[config.mk]
export PLATFORM = sky130hd
export DESIGN_NAME = usb_ls_rx
export DESIGN_NICKNAME = d
export VERILOG_FILES = /design/src/rtl/usb_ls_pkg.sv /design/src/rtl/usb_ls_dpll.sv /design/src/rtl/usb_ls_rx.sv
export SDC_FILE = /design/constraint.sdc
export NUM_CORES = 1
export LEC_CHECK = 0
export BUFFER_PORTS_ARGS = -buffer_cell sky130_fd_sc_hd__buf_2
export CAP_MARGIN = 10
export CORE_UTILIZATION = 35
export DETAILED_ROUTE_END_ITERATION = 16
export HOLD_SLACK_MARGIN = 0.08
export SLEW_MARGIN = 20
export SYNTH_ARGS = -nofsm -noshare
export SYNTH_HDL_FRONTEND = slang
export SYNTH_SLANG_ARGS = --single-unit
[constraint.sdc]
create_clock -name clk -period 2.07 [get_ports clk]
set_input_delay 0.414 -clock clk [delete_from_list [all_inputs] [get_ports clk]]
set_output_delay 0.414 -clock clk [all_outputs]
set_load 0.02 [all_outputs]
[src/rtl/usb_ls_pkg.sv]
`default_nettype none
// ============================================================================
//  Module   : usb_ls_pkg
//  Purpose  : Shared line-state encodings, FSM states and constants for the
//             low-speed USB receiver.
//  Revision : 1.0  initial release
// ============================================================================
package usb_ls_pkg;

    // Line state is {dp, dm} after synchronization.
    localparam logic [1:0] c_SE0 = 2'b00;
    localparam logic [1:0] c_J   = 2'b01;
    localparam logic [1:0] c_K   = 2'b10;
    localparam logic [1:0] c_SE1 = 2'b11;

    localparam int OVERSAMPLE  = 8;
    localparam int STUFF_LIMIT = 6;

    typedef enum logic [2:0] {
        ST_IDLE  = 3'd0,
        ST_SYNC  = 3'd1,
        ST_DATA  = 3'd2,
        ST_EOP   = 3'd3,
        ST_ABORT = 3'd4
    } rx_state_t;

    // True only for a differential J<->K change; SE0/SE1 edges do not count.
    function automatic logic is_jk_change(input logic [1:0] a, input logic [1:0] b);
        return ((a == c_J) && (b == c_K)) || ((a == c_K) && (b == c_J));
    endfunction

endpackage
`default_nettype wire

[src/rtl/usb_ls_dpll.sv]
`default_nettype none
// ============================================================================
//  Module   : usb_ls_dpll
//  Purpose  : dp/dm synchronizer, edge-aligned phase counter and one-per-bit
//             sample strobe for 8x oversampled low-speed USB.
//  Revision : 1.0  initial release
// ============================================================================
module usb_ls_dpll
    import usb_ls_pkg::*;
#(
    parameter int SYNC_STAGES  = 2,
    parameter int SAMPLE_PHASE = 3
) (
    input  logic       clk,
    input  logic       reset,
    input  logic       i_pll_lock,
    input  logic       i_dp,
    input  logic       i_dm,
    output logic [1:0] o_line_state,
    output logic       o_sample_en,
    output logic       o_j_to_k
);

    localparam int                c_PW        = $clog2(OVERSAMPLE);
    localparam logic [c_PW-1:0]   c_SAMPLE_AT = c_PW'(SAMPLE_PHASE);
    localparam logic [c_PW-1:0]   c_PH_ONE    = c_PW'(1);

    logic [SYNC_STAGES-1:0] r_dp_sync;
    logic [SYNC_STAGES-1:0] r_dm_sync;
    logic [1:0]             r_prev_ls;
    logic [c_PW-1:0]        r_phase;
    logic [1:0]             w_ls;
    logic                   w_jk_change;

    // The synchronizer keeps running regardless of pll_lock.
    always_ff @(posedge clk or posedge reset) begin
        if (reset) begin
            r_dp_sync <= '0;
            r_dm_sync <= '1;
        end else begin
            r_dp_sync[0] <= i_dp;
            r_dm_sync[0] <= i_dm;
            for (int i = 1; i < SYNC_STAGES; i++) begin
                r_dp_sync[i] <= r_dp_sync[i-1];
                r_dm_sync[i] <= r_dm_sync[i-1];
            end
        end
    end

    assign w_ls        = {r_dp_sync[SYNC_STAGES-1], r_dm_sync[SYNC_STAGES-1]};
    assign w_jk_change = is_jk_change(r_prev_ls, w_ls);

    always_ff @(posedge clk or posedge reset) begin
        if (reset) begin
            r_prev_ls <= c_J;
            r_phase   <= '0;
        end else begin
            r_prev_ls <= w_ls;
            if (!i_pll_lock || w_jk_change) begin
                r_phase <= '0;
            end else begin
                r_phase <= r_phase + c_PH_ONE;
            end
        end
    end

    assign o_line_state = w_ls;
    assign o_sample_en  = i_pll_lock && (r_phase == c_SAMPLE_AT);
    assign o_j_to_k     = (r_prev_ls == c_J) && (w_ls == c_K);

endmodule
`default_nettype wire

[src/rtl/usb_ls_rx.sv]
`default_nettype none
// ============================================================================
//  Module   : usb_ls_rx
//  Purpose  : Low-speed USB receiver: SYNC detect, NRZI decode, bit unstuffing,
//             byte assembly and EOP/error reporting.
//  Revision : 1.0  initial release
// ============================================================================
module usb_ls_rx
    import usb_ls_pkg::*;
#(
    parameter int SYNC_STAGES  = 2,
    parameter int SAMPLE_PHASE = 3
) (
    input  logic       clk,
    input  logic       reset,
    input  logic       pll_lock,
    input  logic       dp,
    input  logic       dm,
    output logic [1:0] line_state,
    output logic       rx_active,
    output logic [7:0] rx_data,
    output logic       rx_valid,
    output logic       rx_eop,
    output logic       rx_err
);

    localparam logic [2:0] c_STUFF_LIM = 3'(STUFF_LIMIT);
    localparam logic [2:0] c_LAST_BIT  = 3'd7;
    localparam logic [2:0] c_ONE       = 3'd1;

    logic [1:0] w_ls;
    logic       w_sample;
    logic       w_j_to_k;
    logic       w_bit;
    logic [7:0] w_shift_next;

    rx_state_t  r_state;
    logic [1:0] r_prev_smp;
    logic [2:0] r_bit_cnt;
    logic [2:0] r_ones;
    logic [7:0] r_shift;
    logic [7:0] r_data;
    logic       r_active;
    logic       r_valid;
    logic       r_eop;
    logic       r_err;

    usb_ls_dpll #(
        .SYNC_STAGES  (SYNC_STAGES),
        .SAMPLE_PHASE (SAMPLE_PHASE)
    ) u_dpll (
        .clk          (clk),
        .reset        (reset),
        .i_pll_lock   (pll_lock),
        .i_dp         (dp),
        .i_dm         (dm),
        .o_line_state (w_ls),
        .o_sample_en  (w_sample),
        .o_j_to_k     (w_j_to_k)
    );

    // NRZI: an unchanged level decodes as 1.
    assign w_bit        = (w_ls == r_prev_smp);
    assign w_shift_next = {w_bit, r_shift[7:1]};

    always_ff @(posedge clk or posedge reset) begin
        if (reset) begin
            r_state    <= ST_IDLE;
            r_prev_smp <= c_J;
            r_bit_cnt  <= '0;
            r_ones     <= '0;
            r_shift    <= '0;
            r_data     <= '0;
            r_active   <= 1'b0;
            r_valid    <= 1'b0;
            r_eop      <= 1'b0;
            r_err      <= 1'b0;
        end else begin
            r_valid <= 1'b0;
            r_eop   <= 1'b0;
            r_err   <= 1'b0;
            if (!pll_lock) begin
                r_state    <= ST_IDLE;
                r_active   <= 1'b0;
                r_bit_cnt  <= '0;
                r_ones     <= '0;
                r_prev_smp <= c_J;
            end else begin
                case (r_state)
                    ST_IDLE: begin
                        if (w_j_to_k) begin
                            r_state    <= ST_SYNC;
                            r_bit_cnt  <= '0;
                            r_prev_smp <= c_J;
                        end
                    end

                    ST_SYNC: begin
                        if (w_sample) begin
                            r_prev_smp <= w_ls;
                            if (w_ls == c_SE0) begin
                                r_state <= ST_IDLE;
                            end else if (w_ls == c_SE1) begin
                                r_err   <= 1'b1;
                                r_state <= ST_ABORT;
                            end else if ((w_ls == c_K) && (r_prev_smp == c_K)) begin
                                r_state   <= ST_DATA;
                                r_active  <= 1'b1;
                                r_bit_cnt <= '0;
                                r_ones    <= '0;
                            end else if (r_bit_cnt == c_LAST_BIT) begin
                                r_state <= ST_IDLE;
                            end else begin
                                r_bit_cnt <= r_bit_cnt + c_ONE;
                            end
                        end
                    end

                    ST_DATA: begin
                        if (w_sample) begin
                            r_prev_smp <= w_ls;
                            if (w_ls == c_SE0) begin
                                r_state <= ST_EOP;
                                if (r_bit_cnt != '0) begin
                                    r_err <= 1'b1;
                                end
                            end else if (w_ls == c_SE1) begin
                                r_err    <= 1'b1;
                                r_active <= 1'b0;
                                r_state  <= ST_ABORT;
                            end else if (r_ones == c_STUFF_LIM) begin
                                // Bit after six ones must be a stuffed 0.
                                if (w_bit) begin
                                    r_err    <= 1'b1;
                                    r_active <= 1'b0;
                                    r_state  <= ST_ABORT;
                                end else begin
                                    r_ones <= '0;
                                end
                            end else begin
                                r_shift <= w_shift_next;
                                r_ones  <= w_bit ? (r_ones + c_ONE) : '0;
                                if (r_bit_cnt == c_LAST_BIT) begin
                                    r_data    <= w_shift_next;
                                    r_valid   <= 1'b1;
                                    r_bit_cnt <= '0;
                                end else begin
                                    r_bit_cnt <= r_bit_cnt + c_ONE;
                                end
                            end
                        end
                    end

                    ST_EOP: begin
                        if (w_sample) begin
                            r_prev_smp <= w_ls;
                            if (w_ls == c_J) begin
                                r_eop    <= 1'b1;
                                r_active <= 1'b0;
                                r_state  <= ST_IDLE;
                            end else if (w_ls != c_SE0) begin
                                r_err    <= 1'b1;
                                r_active <= 1'b0;
                                r_state  <= ST_ABORT;
                            end
                        end
                    end

                    ST_ABORT: begin
                        r_active <= 1'b0;
                        if (w_sample) begin
                            r_prev_smp <= w_ls;
                            if ((w_ls == c_J) && (r_prev_smp == c_SE0)) begin
                                r_state <= ST_IDLE;
                            end
                        end
                    end

                    default: begin
                        r_state  <= ST_IDLE;
                        r_active <= 1'b0;
                    end
                endcase
            end
        end
    end

    assign line_state = w_ls;
    assign rx_active  = r_active;
    assign rx_data    = r_data;
    assign rx_valid   = r_valid;
    assign rx_eop     = r_eop;
    assign rx_err     = r_err;

endmodule
`default_nettype wire
==> results.txt <==
Filler cells: 567
Die Ht: 80.9 um
RR Endpoint: r_state[2]
starting DRC count in detailed routing: 74
Seq/Total Area, Yosys: 45.1%
vias: 1,524
final instance area: 2660 um^2
CP arrival: 2.21 ns
post-layout util: 44.6%
worst min-delay path category: input port to asynchronous set/reset pin
Worst EP required: 2.25 ns
I/O Buffers: 18
Net Count, Synth: 215
M1 wire length: 2000 um
number of diodes: 0
DR WL met3: 197 um
WL met2: 1900 um
skew final: 0.00376 ns
Final period util: 97.9%
Top Ports: 19
Slowest Stage Delay on Critical Path: 0.46 ns
hold_buf cts: 0
R2R depth: 7
CP top delay family: compound AO/OA/AOI/OAI gates
CTS tree: done
max_cap viols: 0
Syn Area/Cell: 11.0 um^2
FF-to-FF Start: u_dpll.r_dp_sync[1]
Remaining DRCs: 0
placed cells: 296
synthesis-to-layout area growth: 22.0%
Power Density: 858 nW/um^2
Via density: 4.98
Fin. Hold Viols: 0
setup TNS: 0 ns
crit path launch type: flip-flop
Num Clock Sinks: 39
global-route wire length before repair: 7220 um
crit path max-delay cell type: dfrtp_2
Rows: 28
post-synthesis async set-or-reset flop share: 100%
Final nets: 247
fin cells: 306
Achievable Freq: 493 MHz
vias in the first global route: 1,478
crit-path cells: inv_1 > ha_2 > a211oi_2 > o21ai_1 > a21oi_2 > a2111oi_4 > mux2_1
outcome: complete, no violations
GPL Wtd Cong: 0.828
Die Area: 6540 um^2
dominant synthesized flop cell: dfrtp_1
CTS root buffer: clkbuf_8
Setup Viol. Count Final: 0
R2R Setup Slk: 0.04 ns
Total GRT Usage: 14.7%
RSZ-0062 raised after global routing: true
most common cell after layout, fill and taps aside: dfrtp_1
H-tree level count: 2
largest net degree at the start of global routing: 40
Worst VDD drop: 480 uV
DP HPWL: 3080 um
Critical Path Stages: 7
Initial DRT Pass Iterations: 4
Max transition margin: 68.7%
commonest non-fill, non-tap cells in the layout: 33 x dfrtp_1, 18 x buf_2, 17 x buf_4
CP Capture Type: flip-flop
post-synthesis sequential element count: 39
mapped cell area: 2180 um^2
WS Path Type: flip-flop to flip-flop
Routed WL: 4200 um
post-layout min period: 2.03 ns
Leak: 1.21 nW
clk buf depth: 2
Worst-path clk slew: 0.08 ns
Initial Util: 36.6%
Die X: 80.9 um
Clock Latency Late Sink: 0.29 ns
antenna violations before repair: 0
Slew Limit Fails: 0
Core Box Area: 5960 um^2
dpl cell area: 2420 um^2
number of CTS-inserted buffers: 5
routed len/inst: 13.7 um
antenna-violating nets left: 0
crit path buf inv count: 1
GR Overflow Total: 0
Syn. warnings: 0
Post-synth EDFFs: 0
Netlist cell types: 51
DR top layer: met4
Cells after Synth: 198
share of post-route cells with drive strength above 1: 38.1%
top fanout value on the critical path: 6
Tightest Pin Transition: 0.469 ns
==> registers in the layout (all words and copies together) (netlist names) <==
name              cells
r_shift               7
rx_active             1
u_dpll.r_dp_sync      2
u_dpll.r_dm_sync      2
u_dpll.r_phase        3
rx_data               8
u_dpll.r_prev_ls      2
rx_err                1
rx_valid              1
r_ones                3
r_state               3
r_prev_smp            2
r_bit_cnt             3
rx_eop                1
==> metrics by stage <==
step / hold slack [ns] / worst slack [ns] / power, mW
floorplan: 0.331 / 0.0321 / 1.39
finish: 0.215 / 0.0430 / 2.28
global route: 0.197 / -0.0327 / 2.43
detailed placement: 0.349 / -0.0953 / 1.58
CTS: 0.206 / 0.00640 / 2.25
global placement: 0.332 / -0.0690 / 1.58
==> cell families after synthesis <==
| group | count (synthesis) | synth area share (%) |
|---|---|---|
| buffers and inverters | 25 | 5.92 |
| xor gates and xnor gates | 3 | 1.21 |
| adders and majority gates | 12 | 6.90 |
| muxes | 25 | 12.7 |
| and+or+nand+nor | 58 | 15.3 |
| AOI/OAI and AO/OA | 36 | 12.9 |
| DFF | 39 | 45.1 |
==> how the worst max path moves through the flow <==
stage,slack [ns],end,startpoint
finish,0.04,r_state[2],u_dpll.r_dp_sync[1]
floorplan,0.03,r_bit_cnt[2],u_dpll.r_dm_sync[1]
detailed placement,-0.1,r_state[1],u_dpll.r_dm_sync[1]
global placement,-0.07,r_state[1],u_dpll.r_phase[0]
CTS,0.006,r_bit_cnt[2],u_dpll.r_dm_sync[1]
global route,-0.03,r_bit_cnt[1],u_dpll.r_dp_sync[1]
==> area by class of cell <==
cell class | count | area (um^2) | share of cell area (%)
flip-flops and latches | 39 | 983 | 37.0
multi-input cells | 134 | 1160 | 43.7
repair buffers | 38 | 260 | 9.80
clock buffers | 5 | 68.8 | 2.59
clock inverters | 3 | 43.8 | 1.65
inverters | 12 | 45.0 | 1.70
well taps | 75 | 93.8 | 3.53
==> repair_timing <==
item | CTS | global route
pin swaps | 2 | 4
gates resized for setup | 10 | 16
hold endpoints to repair | 0 | 0
buffers inserted | 1 | 2
gates cloned | 0 | 0
setup endpoints to repair | 20 | 18
==> tightest hold or removal path, stage by stage <==
cell and delay, ns:
buf_2 0.10, inv_1 0.04, buf_4 0.40
==> power breakdown <==
part	switching [mW]	leakage [nW]	internal [mW]
Clock	0.275	0.0581	0.359
Combinational	0.379	0.641	0.361
Sequential	0.0757	0.516	0.830
Total	0.729	1.21	1.55
==> layer usage <==
| metal | up-vias | GRT usage [%] |
|---|---|---|
| li1 | 755 | - |
| met1 | 724 | 20.4 |
| met2 | 35 | 22.4 |
| met3 | 10 | 3.60 |
| met4 | 0 | 4.82 |
| met5 | - | 0 |
==> cells in the mapped netlist, drive strengths merged, types with 2 or more instances <==
cell    count  area [um^2]
dfrtp      35          876
o21ai       8         40.0
mux2       21          236
mux2i       4         40.0
nor4        2         18.8
o21a        2         15.0
a21oi       9         45.0
ha         12          150
xnor2       3         26.3
and4bb      2         25.0
inv        12         45.0
nand3       4         25.0
nor2       12         45.0
dfstp       4          105
nor3        2         10.0
nand2b      2         12.5
nand3b      5         37.5
a211oi      3         27.5
nor2b       7         43.8
nand2      14         52.6
buf        12         80.1
No activity file was read; power rests on OpenSTA's default activity.
